==> src/rtl/mem_port_arbiter.sv <==
// Round-robin arbiter that shares one fixed-latency single-port memory between
// the instruction-fetch port and the data port, one transaction at a time.
module mem_port_arbiter #(
   parameter int ADDR_W = 32,
   parameter int DATA_W = 32,
   parameter int LAT    = 2
) (
   input  logic              clock,
   input  logic              reset,
   input  logic              if_req,
   input  logic [ADDR_W-1:0] if_addr,
   output logic              if_ready,
   output logic [DATA_W-1:0] if_rdata,
   output logic              stall_if,
   input  logic              mem_req,
   input  logic              mem_we,
   input  logic [ADDR_W-1:0] mem_addr,
   input  logic [DATA_W-1:0] mem_wdata,
   output logic              mem_ready,
   output logic [DATA_W-1:0] mem_rdata,
   output logic              stall_mem,
   output logic              ram_en,
   output logic              ram_we,
   output logic [ADDR_W-1:0] ram_addr,
   output logic [DATA_W-1:0] ram_wdata,
   input  logic [DATA_W-1:0] ram_rdata,
   output logic [1:0]        dbg_state,
   output logic              dbg_last_grant
);

   // Handshake: a port raises req and holds it with stable addr/we/wdata until
   // its ready pulses for exactly one cycle; stall = req & ~ready meanwhile.

   typedef enum logic [1:0] {
      IDLE  = 2'd0,
      ISSUE = 2'd1,
      WAIT  = 2'd2,
      DONE  = 2'd3
   } state_t;

   localparam logic GRANT_IF  = 1'b0;
   localparam logic GRANT_MEM = 1'b1;

   state_t     state;
   state_t     next_state;
   logic [3:0] count;
   logic       grant;
   logic       last_grant;
   logic       pick_mem;

   // Data port wins a conflict unless it was the previous winner.
   assign pick_mem = mem_req & (~if_req | (last_grant == GRANT_IF));

   always_ff @(posedge clock or posedge reset) begin
      if (reset) begin
         state <= IDLE;
      end else begin
         state <= next_state;
      end
   end

   always_comb begin
      next_state = state;
      case (state)
         IDLE:    if (if_req | mem_req) next_state = ISSUE;
         ISSUE:   next_state = WAIT;
         WAIT:    if (count == 4'd0) next_state = DONE;
         DONE:    next_state = IDLE;
         default: next_state = IDLE;
      endcase
   end

   always_comb begin
      ram_en    = (state == ISSUE);
      if_ready  = (state == DONE) && (grant == GRANT_IF);
      mem_ready = (state == DONE) && (grant == GRANT_MEM);
   end

   always_ff @(posedge clock or posedge reset) begin
      if (reset) begin
         count      <= 4'd0;
         grant      <= GRANT_IF;
         last_grant <= GRANT_IF;
         ram_we     <= 1'b0;
         ram_addr   <= '0;
         ram_wdata  <= '0;
         if_rdata   <= '0;
         mem_rdata  <= '0;
      end else begin
         case (state)
            IDLE: begin
               if (if_req | mem_req) begin
                  grant      <= pick_mem;
                  last_grant <= pick_mem;
                  if (pick_mem) begin
                     ram_addr  <= mem_addr;
                     ram_we    <= mem_we;
                     ram_wdata <= mem_wdata;
                  end else begin
                     ram_addr  <= if_addr;
                     ram_we    <= 1'b0;
                  end
               end
            end
            ISSUE: begin
               count <= 4'(LAT - 1);
            end
            WAIT: begin
               if (count == 4'd0) begin
                  if (!ram_we) begin
                     if (grant == GRANT_MEM) mem_rdata <= ram_rdata;
                     else                    if_rdata  <= ram_rdata;
                  end
               end else begin
                  count <= count - 4'd1;
               end
            end
            default: ;
         endcase
      end
   end

   assign stall_if       = if_req & ~if_ready;
   assign stall_mem      = mem_req & ~mem_ready;
   assign dbg_state      = state;
   assign dbg_last_grant = last_grant;

endmodule

==> config.mk <==
export PLATFORM = sky130hd
export DESIGN_NAME = mem_port_arbiter
export DESIGN_NICKNAME = d
export VERILOG_FILES = /design/src/rtl/mem_port_arbiter.sv
export SDC_FILE = /design/constraint.sdc
export NUM_CORES = 1
export LEC_CHECK = 0
export ABC_CLOCK_PERIOD_IN_PS = 5800
export CORE_MARGIN = 10
export CORE_UTILIZATION = 41
export CTS_CLUSTER_SIZE = 10
export DETAILED_ROUTE_END_ITERATION = 12
export PLACE_DENSITY = 0.8
export SLEW_MARGIN = 20
export SYNTH_ARGS = -nofsm -noshare
export SYNTH_HDL_FRONTEND = slang
export SYNTH_SLANG_ARGS = --single-unit
==> constraint.sdc <==
create_clock -name clock -period 5.8 [get_ports clock]
set_input_delay 1.16 -clock clock [delete_from_list [all_inputs] [get_ports clock]]
set_output_delay 1.16 -clock clock [all_outputs]
set_load 0.01 [all_outputs]
==> impl_metrics.ini <==
[run_status]
run_status = finished clean

[setup_path]
endpoint_kind = output port
crit_path_top_delay_cell = sky130_fd_sc_hd__clkdlybuf4s50_1
worst_setup_path_start_kind = input port
critical_path.n_buffers_inverters = 2
critical_path.cell_chain = clkdlybuf4s50_1 > nor2b_1 > clkdlybuf4s50_1
critical_path_peak_fanout = 5
crit_required_ps = 4640
crit_family = buffers and inverters
slowest_delay_ps = 600
cp.arrival_ps = 2480
most_prevalent_standard_cell_on_the_critical_path = sky130_fd_sc_hd__clkdlybuf4s50_1
timing_worst_setup_path_type = in -> out

[power_and_ir_drop]
netSwitchingFraction = 0.310
ir_worst_vdd_v = 0.000365
sequential_share_of_power = 0.332
p_int_w = 0.00355
p_total_w = 0.00514
power.combinational.fraction = 0.448
leakagePower_nw = 4.07
power-per-cell-area_nw_per_um2 = 563
switchingPower_w = 0.00160
power.clock.fraction = 0.220

[grt]
grt_pass1_vias = 4685
tot_gr_track_use = 0.170
maximum_number_of_pins_on_one_net_before_global_route_repair = 77
grt_overflow = 0
grt_antenna_before_repair = 0
wire_length_of_the_first_global_routing_pass_um = 26000

[timing]
final-hold-violation-count = 0
worst_slew_margin_rel = 0.315
minimum_clock_period_ps = 3640
max_freq_mhz = 275
setup_viol_count_final = 0
worst_pin_slew_ps = 1030
period_utilisation_layout = 0.627
final.setup_skew_ps = 9.46
max_slew_violations = 0
rsz0062_at_grt = no
fin_setup_tns_ps = 0
post_route_setup_slack_ps = 2160

[final_layout]
num_antenna_cells = 0
mostFrequentLayoutCell = sky130_fd_sc_hd__clkdlybuf4s50_1
most-common-layout-cells = 269 x sky130_fd_sc_hd__clkdlybuf4s50_1, 136 x sky130_fd_sc_hd__dfrtp_1, 64 x sky130_fd_sc_hd__mux2_2, 37 x sky130_fd_sc_hd__nand2_1
post_layout_nonfiller_instances = 858
areaGrowthSynthToFinish_pct = 59.2
post_route_cells_drive_above_1_share = 0.206
final_net_count = 803

[yosys]
combinational_family_with_the_most_area_after_synthesis = multiplexers
synth.area.mux_share = 0.269
synth_simple_gate_area_share = 0.0486
synthesis.instances = 395
synth-seq-cells = 136
postSynthNetCount = 533
yosysSeqAreaShare = 0.593
synth_compound_area_frac = 0.0412
synth.cell_area_um2 = 5740
synthAdderAreaFrac = 0.0109
ys_warn_count = 0
synth_top_area_cell = sky130_fd_sc_hd__dfrtp_1
post_synth_num_cell_types = 35
yosys.area.top_type_share = 0.593
synthesized_area_per_cell_um2 = 14.5
synthXorXnorAreaFrac = 0.00153
synthTopCellsByArea = sky130_fd_sc_hd__dfrtp_1 59%, sky130_fd_sc_hd__mux2_2 13%, sky130_fd_sc_hd__mux2_4 8.4%, sky130_fd_sc_hd__mux2i_1 5.8%, sky130_fd_sc_hd__o21ai_0 3.0%

[clocking]
cts_tree = done
cts_setup_buffers = 0
postCtsResizedCells = 0
cts_max_path_buffers = 2
worst_skew_pair_latency_ps = 410
clock-root-buffer = sky130_fd_sc_hd__clkbuf_16
numCtsBuffers = 17
cts-htree-levels = 4
clock_sinks = 136
clk_pin_slew_ps = 60
cts_hold_buffers = 0

[drt]
vias = 4144
routed_wire_length_per_instance_um = 19.2
ant_nets = 0
route.detailed.drc = 0
violation_count_after_the_first_detailed_route_iteration = 190
vias_per_cell = 4.83
first_pass_iters = 6
totalWireLength_um = 16500

[floorplan]
fp.dieH_um = 138
ios = 270
placementRows = 43
die_w_um = 138
core_um2 = 13800
floorplan.initialDensity = 0.417
dieArea_um2 = 19100

[place]
dp_hpwl_um = 12700
finalWeightedCongestion = 0.794
io_buffers = 269
dp.cells = 826
dpl_worst_slack_ps = 2180

[flow_run]
timing.max_cap.violations = 0

[hold_path]
hold_path.class = reg -> reg
registers in the layout, summed over array words and instances (netlist names):
| name | flops |
|---|---|
| dbg_state | 2 |
| count | 4 |
| ram_we | 1 |
| grant | 1 |
| mem_rdata | 32 |
| ram_addr | 32 |
| ram_wdata | 32 |
| if_rdata | 32 |
path summary, 6_finish.rpt:
| check | start | to | slack, ps | cells after the start |
|---|---|---|---|---|
| worst max-delay path | mem_req | stall_mem | 2160 | 3 |
| worst min-delay path | ram_addr[14] | ram_addr[14] | 480 | 2 |
| worst max register to register | dbg_state[0] | mem_rdata[9] | 3310 | 5 |
| worst min register to register | ram_addr[14] | ram_addr[14] | 480 | 2 |
| max in group asynchronous | reset | ram_wdata[9] | 3760 | 3 |
| min in group asynchronous | reset | mem_rdata[31] | 1350 | 3 |
cells by family (layout without fill, tap and decap cells):
kind of cell               after synthesis  in the layout
DFF                                    136            136
buffers and inverters                   27            310
xor gates and xnor gates                 1              1
and+or+nand+nor                         54             54
muxes                                  130            130
adders and majority gates                5              5
AOI/OAI and AO/OA                       42             42
Yosys cell counts:
library cell / n
sky130_fd_sc_hd__o22ai_1: 1
sky130_fd_sc_hd__o22a_1: 1
sky130_fd_sc_hd__a311o_1: 1
sky130_fd_sc_hd__a22oi_2: 1
sky130_fd_sc_hd__buf_6: 7
sky130_fd_sc_hd__buf_4: 3
sky130_fd_sc_hd__nand3_4: 1
sky130_fd_sc_hd__buf_8: 3
sky130_fd_sc_hd__nor2_1: 2
sky130_fd_sc_hd__and3b_2: 1
sky130_fd_sc_hd__a21oi_1: 2
sky130_fd_sc_hd__or3b_1: 1
sky130_fd_sc_hd__a21bo_2: 1
sky130_fd_sc_hd__nor4b_1: 1
sky130_fd_sc_hd__a22o_1: 1
sky130_fd_sc_hd__nand3_2: 1
sky130_fd_sc_hd__mux2i_1: 33
sky130_fd_sc_hd__dfrtp_1: 136
sky130_fd_sc_hd__xnor2_1: 1
sky130_fd_sc_hd__or3_1: 1
sky130_fd_sc_hd__nor3b_1: 2
sky130_fd_sc_hd__nand3b_4: 1
sky130_fd_sc_hd__mux2_4: 32
sky130_fd_sc_hd__inv_1: 6
sky130_fd_sc_hd__mux2_1: 1
sky130_fd_sc_hd__mux2_2: 64
sky130_fd_sc_hd__o21ai_0: 34
sky130_fd_sc_hd__nor2_2: 1
sky130_fd_sc_hd__buf_2: 5
sky130_fd_sc_hd__nor3_1: 1
sky130_fd_sc_hd__clkbuf_1: 3
sky130_fd_sc_hd__nand2_1: 37
sky130_fd_sc_hd__ha_1: 5
sky130_fd_sc_hd__nor2b_1: 3
sky130_fd_sc_hd__and2_1: 1
worst reg2reg max path: stages, from the launching register on:
cell and delay, ps:
sky130_fd_sc_hd__dfrtp_1 430, sky130_fd_sc_hd__inv_1 100, sky130_fd_sc_hd__ha_1 420, sky130_fd_sc_hd__and3b_2 340
sky130_fd_sc_hd__nand3_4 530, sky130_fd_sc_hd__mux2_4 550
per-stage QoR:
stage,hold WS [ps],area [um2],util
after global placement,461,8510,0.618
after floorplan,494,5740,-
after detailed placement,469,8510,0.618
after CTS,481,9140,0.663
final,475,9140,0.663
after global routing,503,9140,0.663
power groups by stage:
stage               sequential (W)  clock (W)  combinational (W)
finish                     0.00171    0.00113            0.00230
global route               0.00177    0.00120            0.00247
CTS                        0.00171    0.00116            0.00235
detailed placement         0.00172          0            0.00234
global placement           0.00169          0            0.00228
floorplan                  0.00191          0           0.000844
routing by layer:
| layer | routed length (um) | GRT usage |
|---|---|---|
| met2 | 8420 | 0.289 |
| met5 | 0 | 0 |
| met3 | 1600 | 0.0825 |
| met4 | 262 | 0.0622 |
| met1 | 6210 | 0.178 |
area by class of cell:
type | instances | area, um2
Timing Repair Buffer | 272 | 2720
Multi-Input combinational cell | 232 | 2140
Inverter | 6 | 25.0
Fill cell | 1020 | 4640
Sequential cell | 136 | 3400
Clock inverter | 15 | 201
Tap cell | 180 | 225
Clock buffer | 17 | 425
(Power assumes the default switching activity.)
